## src/rtl/serial_pad_encoder.sv

```systemverilog
`default_nettype none
// ============================================================================
// Module   : serial_pad_encoder
// Function : multi-channel console pad shift-out encoder (SNES/3DO style);
//            optional stall watchdog via SERIAL_PAD_ENCODER_WATCHDOG_EN
// Revision : 1.0 - initial release
// ============================================================================
module serial_pad_encoder #(
  parameter int   WIDTH             = 16,
  parameter int   NUM_CH            = 1,
  parameter int   SYNC_STAGES       = 2,
  parameter int   LATCH_ACTIVE_HIGH = 1,
  parameter int   CLK_RISING        = 1,
  parameter logic FILL_BIT          = 1'b1,
  parameter int   WDT_CYCLES        = 65535
) (
  input  logic                           system_clock,
  input  logic                           system_reset_n,
  input  logic [NUM_CH*WIDTH-1:0]        i,
  input  logic                           pad_latch,
  input  logic                           pad_clk,
  output logic [NUM_CH-1:0]              pad_data,
  output logic                           frame_done,
  output logic [$clog2(WIDTH+1)-1:0]     bit_count,
  output logic                           wdt_timeout
);

  localparam int              c_cw       = $clog2(WIDTH + 1);
  localparam logic            c_latch_on = (LATCH_ACTIVE_HIGH != 0);
  localparam logic            c_latch_off = (LATCH_ACTIVE_HIGH == 0);
  localparam logic [c_cw-1:0] c_cnt_one  = c_cw'(1);
  localparam logic [c_cw-1:0] c_cnt_last = c_cw'(WIDTH - 1);
  localparam logic [c_cw-1:0] c_cnt_full = c_cw'(WIDTH);
  localparam logic [NUM_CH-1:0] c_fill_all = {NUM_CH{FILL_BIT}};

  localparam logic [1:0] c_st_idle  = 2'd0;
  localparam logic [1:0] c_st_load  = 2'd1;
  localparam logic [1:0] c_st_shift = 2'd2;
  localparam logic [1:0] c_st_done  = 2'd3;

  logic [SYNC_STAGES-1:0] latch_sync_q, latch_sync_d;
  logic [SYNC_STAGES-1:0] clk_sync_q, clk_sync_d;
  logic                   latch_hist_q, latch_hist_d;
  logic                   clk_hist_q, clk_hist_d;
  logic [1:0]             state_q, state_d;
  // Bit 0 of each frame lives in pad_data; the shadow holds bits WIDTH-1..1.
  logic [NUM_CH-1:0][WIDTH-2:0] shadow_q, shadow_d;
  logic [NUM_CH-1:0]      pad_data_q, pad_data_d;
  logic [c_cw-1:0]        bit_count_q, bit_count_d;
  logic                   frame_done_q, frame_done_d;

  logic                   w_latch_lvl;
  logic                   w_latch_act;
  logic                   w_latch_rel;
  logic                   w_clk_edge;
  logic [NUM_CH-1:0][WIDTH-1:0] w_shift;

`ifdef SERIAL_PAD_ENCODER_WATCHDOG_EN
  localparam int                 c_wdt_w    = $clog2(WDT_CYCLES + 1);
  localparam logic [c_wdt_w-1:0] c_wdt_last = c_wdt_w'(WDT_CYCLES - 1);
  localparam logic [c_wdt_w-1:0] c_wdt_one  = c_wdt_w'(1);
  logic [c_wdt_w-1:0] wdt_cnt_q, wdt_cnt_d;
  logic               wdt_timeout_q, wdt_timeout_d;
`endif

  always_comb begin
    latch_sync_d = {latch_sync_q[SYNC_STAGES-2:0], pad_latch};
    clk_sync_d   = {clk_sync_q[SYNC_STAGES-2:0], pad_clk};
    latch_hist_d = latch_sync_q[SYNC_STAGES-1];
    clk_hist_d   = clk_sync_q[SYNC_STAGES-1];
  end

  assign w_latch_lvl = (latch_sync_q[SYNC_STAGES-1] == c_latch_on);
  assign w_latch_act = w_latch_lvl & (latch_hist_q != c_latch_on);
  assign w_latch_rel = ~w_latch_lvl & (latch_hist_q == c_latch_on);

  generate
    if (CLK_RISING != 0) begin : g_clk_rise
      assign w_clk_edge = clk_sync_q[SYNC_STAGES-1] & ~clk_hist_q;
    end else begin : g_clk_fall
      assign w_clk_edge = ~clk_sync_q[SYNC_STAGES-1] & clk_hist_q;
    end
  endgenerate

  generate
    for (genvar g = 0; g < NUM_CH; g++) begin : g_ch_shift
      assign w_shift[g] = {FILL_BIT, shadow_q[g]};
    end
  endgenerate

  always_comb begin
    state_d      = state_q;
    shadow_d     = shadow_q;
    pad_data_d   = pad_data_q;
    bit_count_d  = bit_count_q;
    frame_done_d = 1'b0;
`ifdef SERIAL_PAD_ENCODER_WATCHDOG_EN
    wdt_cnt_d     = '0;
    wdt_timeout_d = 1'b0;
`endif
    // A fresh latch always restarts the frame, even mid-shift or on a clock edge.
    if (w_latch_act) begin
      state_d     = c_st_load;
      bit_count_d = '0;
      for (int c = 0; c < NUM_CH; c++) begin
        shadow_d[c]   = i[c*WIDTH+1 +: WIDTH-1];
        pad_data_d[c] = i[c*WIDTH];
      end
    end else begin
      case (state_q)
        c_st_idle: begin
          pad_data_d = c_fill_all;
        end
        c_st_load: begin
          bit_count_d = '0;
          if (w_latch_rel) begin
            state_d = c_st_shift;
          end else if (w_latch_lvl) begin
            for (int c = 0; c < NUM_CH; c++) begin
              shadow_d[c]   = i[c*WIDTH+1 +: WIDTH-1];
              pad_data_d[c] = i[c*WIDTH];
            end
          end
        end
        c_st_shift: begin
          if (w_clk_edge) begin
            for (int c = 0; c < NUM_CH; c++) begin
              shadow_d[c]   = w_shift[c][WIDTH-1:1];
              pad_data_d[c] = w_shift[c][0];
            end
            bit_count_d = bit_count_q + c_cnt_one;
            if (bit_count_q == c_cnt_last) begin
              pad_data_d   = c_fill_all;
              bit_count_d  = c_cnt_full;
              frame_done_d = 1'b1;
              state_d      = c_st_done;
            end
          end
`ifdef SERIAL_PAD_ENCODER_WATCHDOG_EN
          else if (wdt_cnt_q == c_wdt_last) begin
            state_d       = c_st_idle;
            pad_data_d    = c_fill_all;
            bit_count_d   = '0;
            wdt_timeout_d = 1'b1;
          end else begin
            wdt_cnt_d = wdt_cnt_q + c_wdt_one;
          end
`endif
        end
        c_st_done: begin
          pad_data_d = c_fill_all;
        end
        default: begin
          state_d = c_st_idle;
        end
      endcase
    end
  end

  always_ff @(posedge system_clock or negedge system_reset_n) begin
    if (!system_reset_n) begin
      latch_sync_q <= {SYNC_STAGES{c_latch_off}};
      clk_sync_q   <= '1;
      latch_hist_q <= c_latch_off;
      clk_hist_q   <= 1'b1;
      state_q      <= c_st_idle;
      shadow_q     <= {(NUM_CH*(WIDTH-1)){FILL_BIT}};
      pad_data_q   <= c_fill_all;
      bit_count_q  <= '0;
      frame_done_q <= 1'b0;
    end else begin
      latch_sync_q <= latch_sync_d;
      clk_sync_q   <= clk_sync_d;
      latch_hist_q <= latch_hist_d;
      clk_hist_q   <= clk_hist_d;
      state_q      <= state_d;
      shadow_q     <= shadow_d;
      pad_data_q   <= pad_data_d;
      bit_count_q  <= bit_count_d;
      frame_done_q <= frame_done_d;
    end
  end

`ifdef SERIAL_PAD_ENCODER_WATCHDOG_EN
  always_ff @(posedge system_clock or negedge system_reset_n) begin
    if (!system_reset_n) begin
      wdt_cnt_q     <= '0;
      wdt_timeout_q <= 1'b0;
    end else begin
      wdt_cnt_q     <= wdt_cnt_d;
      wdt_timeout_q <= wdt_timeout_d;
    end
  end

  assign wdt_timeout = wdt_timeout_q;
`else
  // Without the watchdog WDT_CYCLES is meaningless; this expression is constant 0.
  assign wdt_timeout = (WDT_CYCLES < 0);
`endif

  assign pad_data   = pad_data_q;
  assign frame_done = frame_done_q;
  assign bit_count  = bit_count_q;

endmodule
`default_nettype wire

```

## config.mk

```make
export PLATFORM = sky130hd
export DESIGN_NAME = serial_pad_encoder
export DESIGN_NICKNAME = d
export VERILOG_FILES = /design/src/rtl/serial_pad_encoder.sv
export SDC_FILE = /design/constraint.sdc
export NUM_CORES = 1
export LEC_CHECK = 0
export CELL_PAD_IN_SITES_DETAIL_PLACEMENT = 0
export CELL_PAD_IN_SITES_GLOBAL_PLACEMENT = 1
export CORE_ASPECT_RATIO = 0.7
export CORE_UTILIZATION = 33
export CTS_CLUSTER_SIZE = 20
export DETAILED_ROUTE_END_ITERATION = 12
export GPL_TIMING_DRIVEN = 0
export PLACE_DENSITY_LB_ADDON = 0.1
export SLEW_MARGIN = 10
export SYNTH_ARGS = -nofsm -noshare
export SYNTH_HDL_FRONTEND = slang
export SYNTH_SLANG_ARGS = --single-unit
```

## constraint.sdc

```tcl
create_clock -name system_clock -period 2.9 [get_ports system_clock]
set_input_delay 0.58 -clock system_clock [delete_from_list [all_inputs] [get_ports system_clock]]
set_output_delay 0.58 -clock system_clock [all_outputs]
set_load 0.05 [all_outputs]
```

==> metrics.txt <==
status finished with violations; failing checks DRC; Pwr Density 840 nW/um2; first-pass GRT wire length 4730 um; Worst VDD drop 0.298 mV; Final Worst Setup Slack 0.734 ns; cells after synthesis 122; Starting DRT DRC Count 45; number of remaining DRC errors 1; HP Class input port to asynchronous set/reset pin; slew at the pin closest to its max-slew limit 0.666 ns; Sw Ratio 31.1%; die span in x 84.8 um; gr ovfl total 0; Mapped Area 1580 um2; post-synthesis mux area share 22.5%; Ant. Diodes 0; Starting Density 35.3%; Seq/Total Area, Yosys 48.9%; CTS resizes 0; kind of critical path flop to output pin; maximum clock insertion buffer count 2; CP Data Required Time 2.32 ns; Clock Latency Late Sink 0.28 ns; largest family of logic cells by synthesized area multiplexers; Slew Limit Headroom 55.6%; Synth Area in XOR/XNOR 0%; via-per-instance ratio 4.71; Final min period 2.17 ns; yosys warns 0; Detailed Routing Iterations Pass 1 10; delay-heaviest family, CP buffers and inverters; die area 5080 um2; DP HPWL 2060 um; pre-CTS setup slack 0.751 ns; layout cells sized above 1 44.2%; critical path data arrival time 1.59 ns; Tcrit/Tclk final 74.7%; Post-CTS Hold Buffers 0; syn_area_per_cell 13.0 um2; final hold viol count 0; largest net degree at the start of global routing 31; Die Y 59.9 um; routability cong. 0.767; internal power 1.16 mW; setup violators final 0; clk sink count 30; DP Cell Count 203; overall routing resource usage 12.6%; Logic pwr share 36.6%; CP max stage delay 0.79 ns; I/O Buffers 26; FMAX 462 MHz; maxcap violations 0; row count 20; antenna violations before repair 0; fill count 427; CP bufs+invs 1; drt total wl 2780 um; Root Buffer clkbuf_8; clk slew on worst S/H paths 0.07 ns; EDFF count, synth 0; CTS tree yes; Worst setup EP type output pin; Final ANT Viol Nets 0; max-slew violations 0; fin cells 211; Core ar. 4480 um2; Sw Pwr 0.524 mW; Simple-Gate Fraction of Synth Area 10.2%; Compound-Gate Fraction of Synth Area 9.09%; Setup TNS Final 0 ns; Critical Path Start Type flop; vias 993; Lkg Pwr 0.820 nW; Synth-to-Final Area Change 26.5%; Yosys reg bits 30; crit path max-delay cell type clkdlybuf4s50_1; CP cell instances clkdlybuf4s50_1; crit path max fanout 2; Seq pwr share 43.0%; nets 181; Top Ports 28; final setup skew 0.00642 ns; clock group share of total power 20.4%; Synth Area in Adders 4.74%; syn_nets 148; vias in the first global route 1016; Async SR Flop Fraction 100%; post-CTS setup buffer count 0; count of cell types in the netlist 33; htree depth 2; unrepaired setup endpoints after global routing false; TritonCTS Buffers 5; Synth Flop Type dfstp_2; WL/cell 13.2 um
-- metal layers --
metal / vias to the layer above / part of all wire [%] / global-route usage [%]
li1: 495 / - / -
met1: 470 / 50 / 16.1
met2: 23 / 44 / 19.9
met3: 5 / 4.7 / 4.70
met4: 0 / 1.1 / 4.36
met5: - / 0 / 0
-- worst paths after layout --
path	from	to	slack, ns	cells past startpoint
worst max register to register	state_q[0]	shadow_q[3]	0.74	8
worst min register to register	latch_sync_q[0]	latch_sync_q[1]	0.35	0
worst min-delay path	system_reset_n	latch_sync_q[0]	0.33	1
min in group system_clock	latch_sync_q[0]	latch_sync_q[1]	0.35	0
worst max-delay path	pad_data	pad_data	0.73	1
max in group asynchronous	system_reset_n	bit_count[0]	2.13	1
-- cells in the mapped netlist, drive strengths merged, types with 2 or more instances --
master | count | share of area (%)
mux2 | 30 | 23
dfstp | 19 | 32
dfrtp | 11 | 17
o21ai | 8 | 2.5
nand2 | 7 | 1.7
ha | 6 | 4.7
inv | 6 | 1.4
buf | 5 | 2.8
nand2b | 5 | 2.5
nor2 | 3 | 0.71
nor2b | 3 | 1.7
a21oi | 2 | 0.63
a2bb2oi | 2 | 1.1
o31ai | 2 | 1.8
-- cell families after synthesis --
logic type	Yosys count
adder cells (fa/ha/maj)	6
flip-flops	30
multiplexers	30
AND/OR/NAND/NOR	26
other	1
AO/OA/AOI/OAI	18
buffers and inverters	11
-- layout make-up --
| cell class | count | area, um2 | share of cell area, % |
|---|---|---|---|
| flip-flops and latches | 30 | 774 | 38.7 |
| multi-input cells | 81 | 741 | 37.0 |
| repair buffers | 26 | 255 | 12.8 |
| clock buffers | 6 | 82.6 | 4.13 |
| well taps | 55 | 68.8 | 3.44 |
| plain buffers | 5 | 45.0 | 2.25 |
| inverters | 6 | 22.5 | 1.13 |
| clock inverters | 2 | 12.5 | 0.625 |
-- power groups by stage --
| stage | clock network, mW | logic, mW | registers (mW) |
|---|---|---|---|
| floorplan | 0 | 0.444 | 0.754 |
| global placement | 0 | 0.612 | 0.725 |
| detailed placement | 0 | 0.622 | 0.732 |
| CTS | 0.361 | 0.626 | 0.724 |
| global route | 0.380 | 0.678 | 0.744 |
| finish | 0.343 | 0.616 | 0.723 |
-- through the flow --
step	utilization, %	power (mW)	cell area [um2]	hold WS (ns)
2_1_floorplan	-	1.20	1580	0.284
3_3_place_gp	42.7	1.34	1910	0.332
3_5_place_dp	42.6	1.35	1910	0.336
4_1_cts	44.7	1.71	2000	0.350
5_1_grt	44.7	1.80	2000	0.359
6_report	44.7	1.68	2000	0.332
-- cell usage in the layout (no fill, tap or decap), types with 2 or more instances in the layout --
cell | Yosys | final
ha_1 | 6 | 6
buf_4 | 3 | 3
nand2_1 | 7 | 7
inv_1 | 6 | 6
dfstp_2 | 19 | 19
mux2_2 | 25 | 25
mux2_4 | 5 | 5
nor2b_1 | 2 | 2
o21ai_0 | 6 | 6
clkdlybuf4s50_1 | 0 | 25
dfrtp_1 | 11 | 11
a21oi_1 | 2 | 2
a2bb2oi_1 | 2 | 2
nand2b_1 | 4 | 4
clkbuf_8 | 0 | 6
o21ai_1 | 2 | 2
buf_6 | 2 | 2
nor2_1 | 3 | 3
-- flip-flops by register name, summed over array words and instances (netlist names) --
signal and count:
latch_sync_q 2, bit_count 5, shadow_q 15, pad_data 1, state_q 2, clk_hist_q 1
latch_hist_q 1, frame_done 1, clk_sync_q 2
-- worst register-to-register path: stages (launching register included) --
cell	delay (ns)
dfrtp_1	0.42
inv_1	0.07
ha_1	0.15
buf_4	0.17
nand2b_1	0.17
nand2_1	0.08
a32oi_2	0.38
buf_4	0.28
mux2_2	0.36
(Power assumes the default switching activity.)
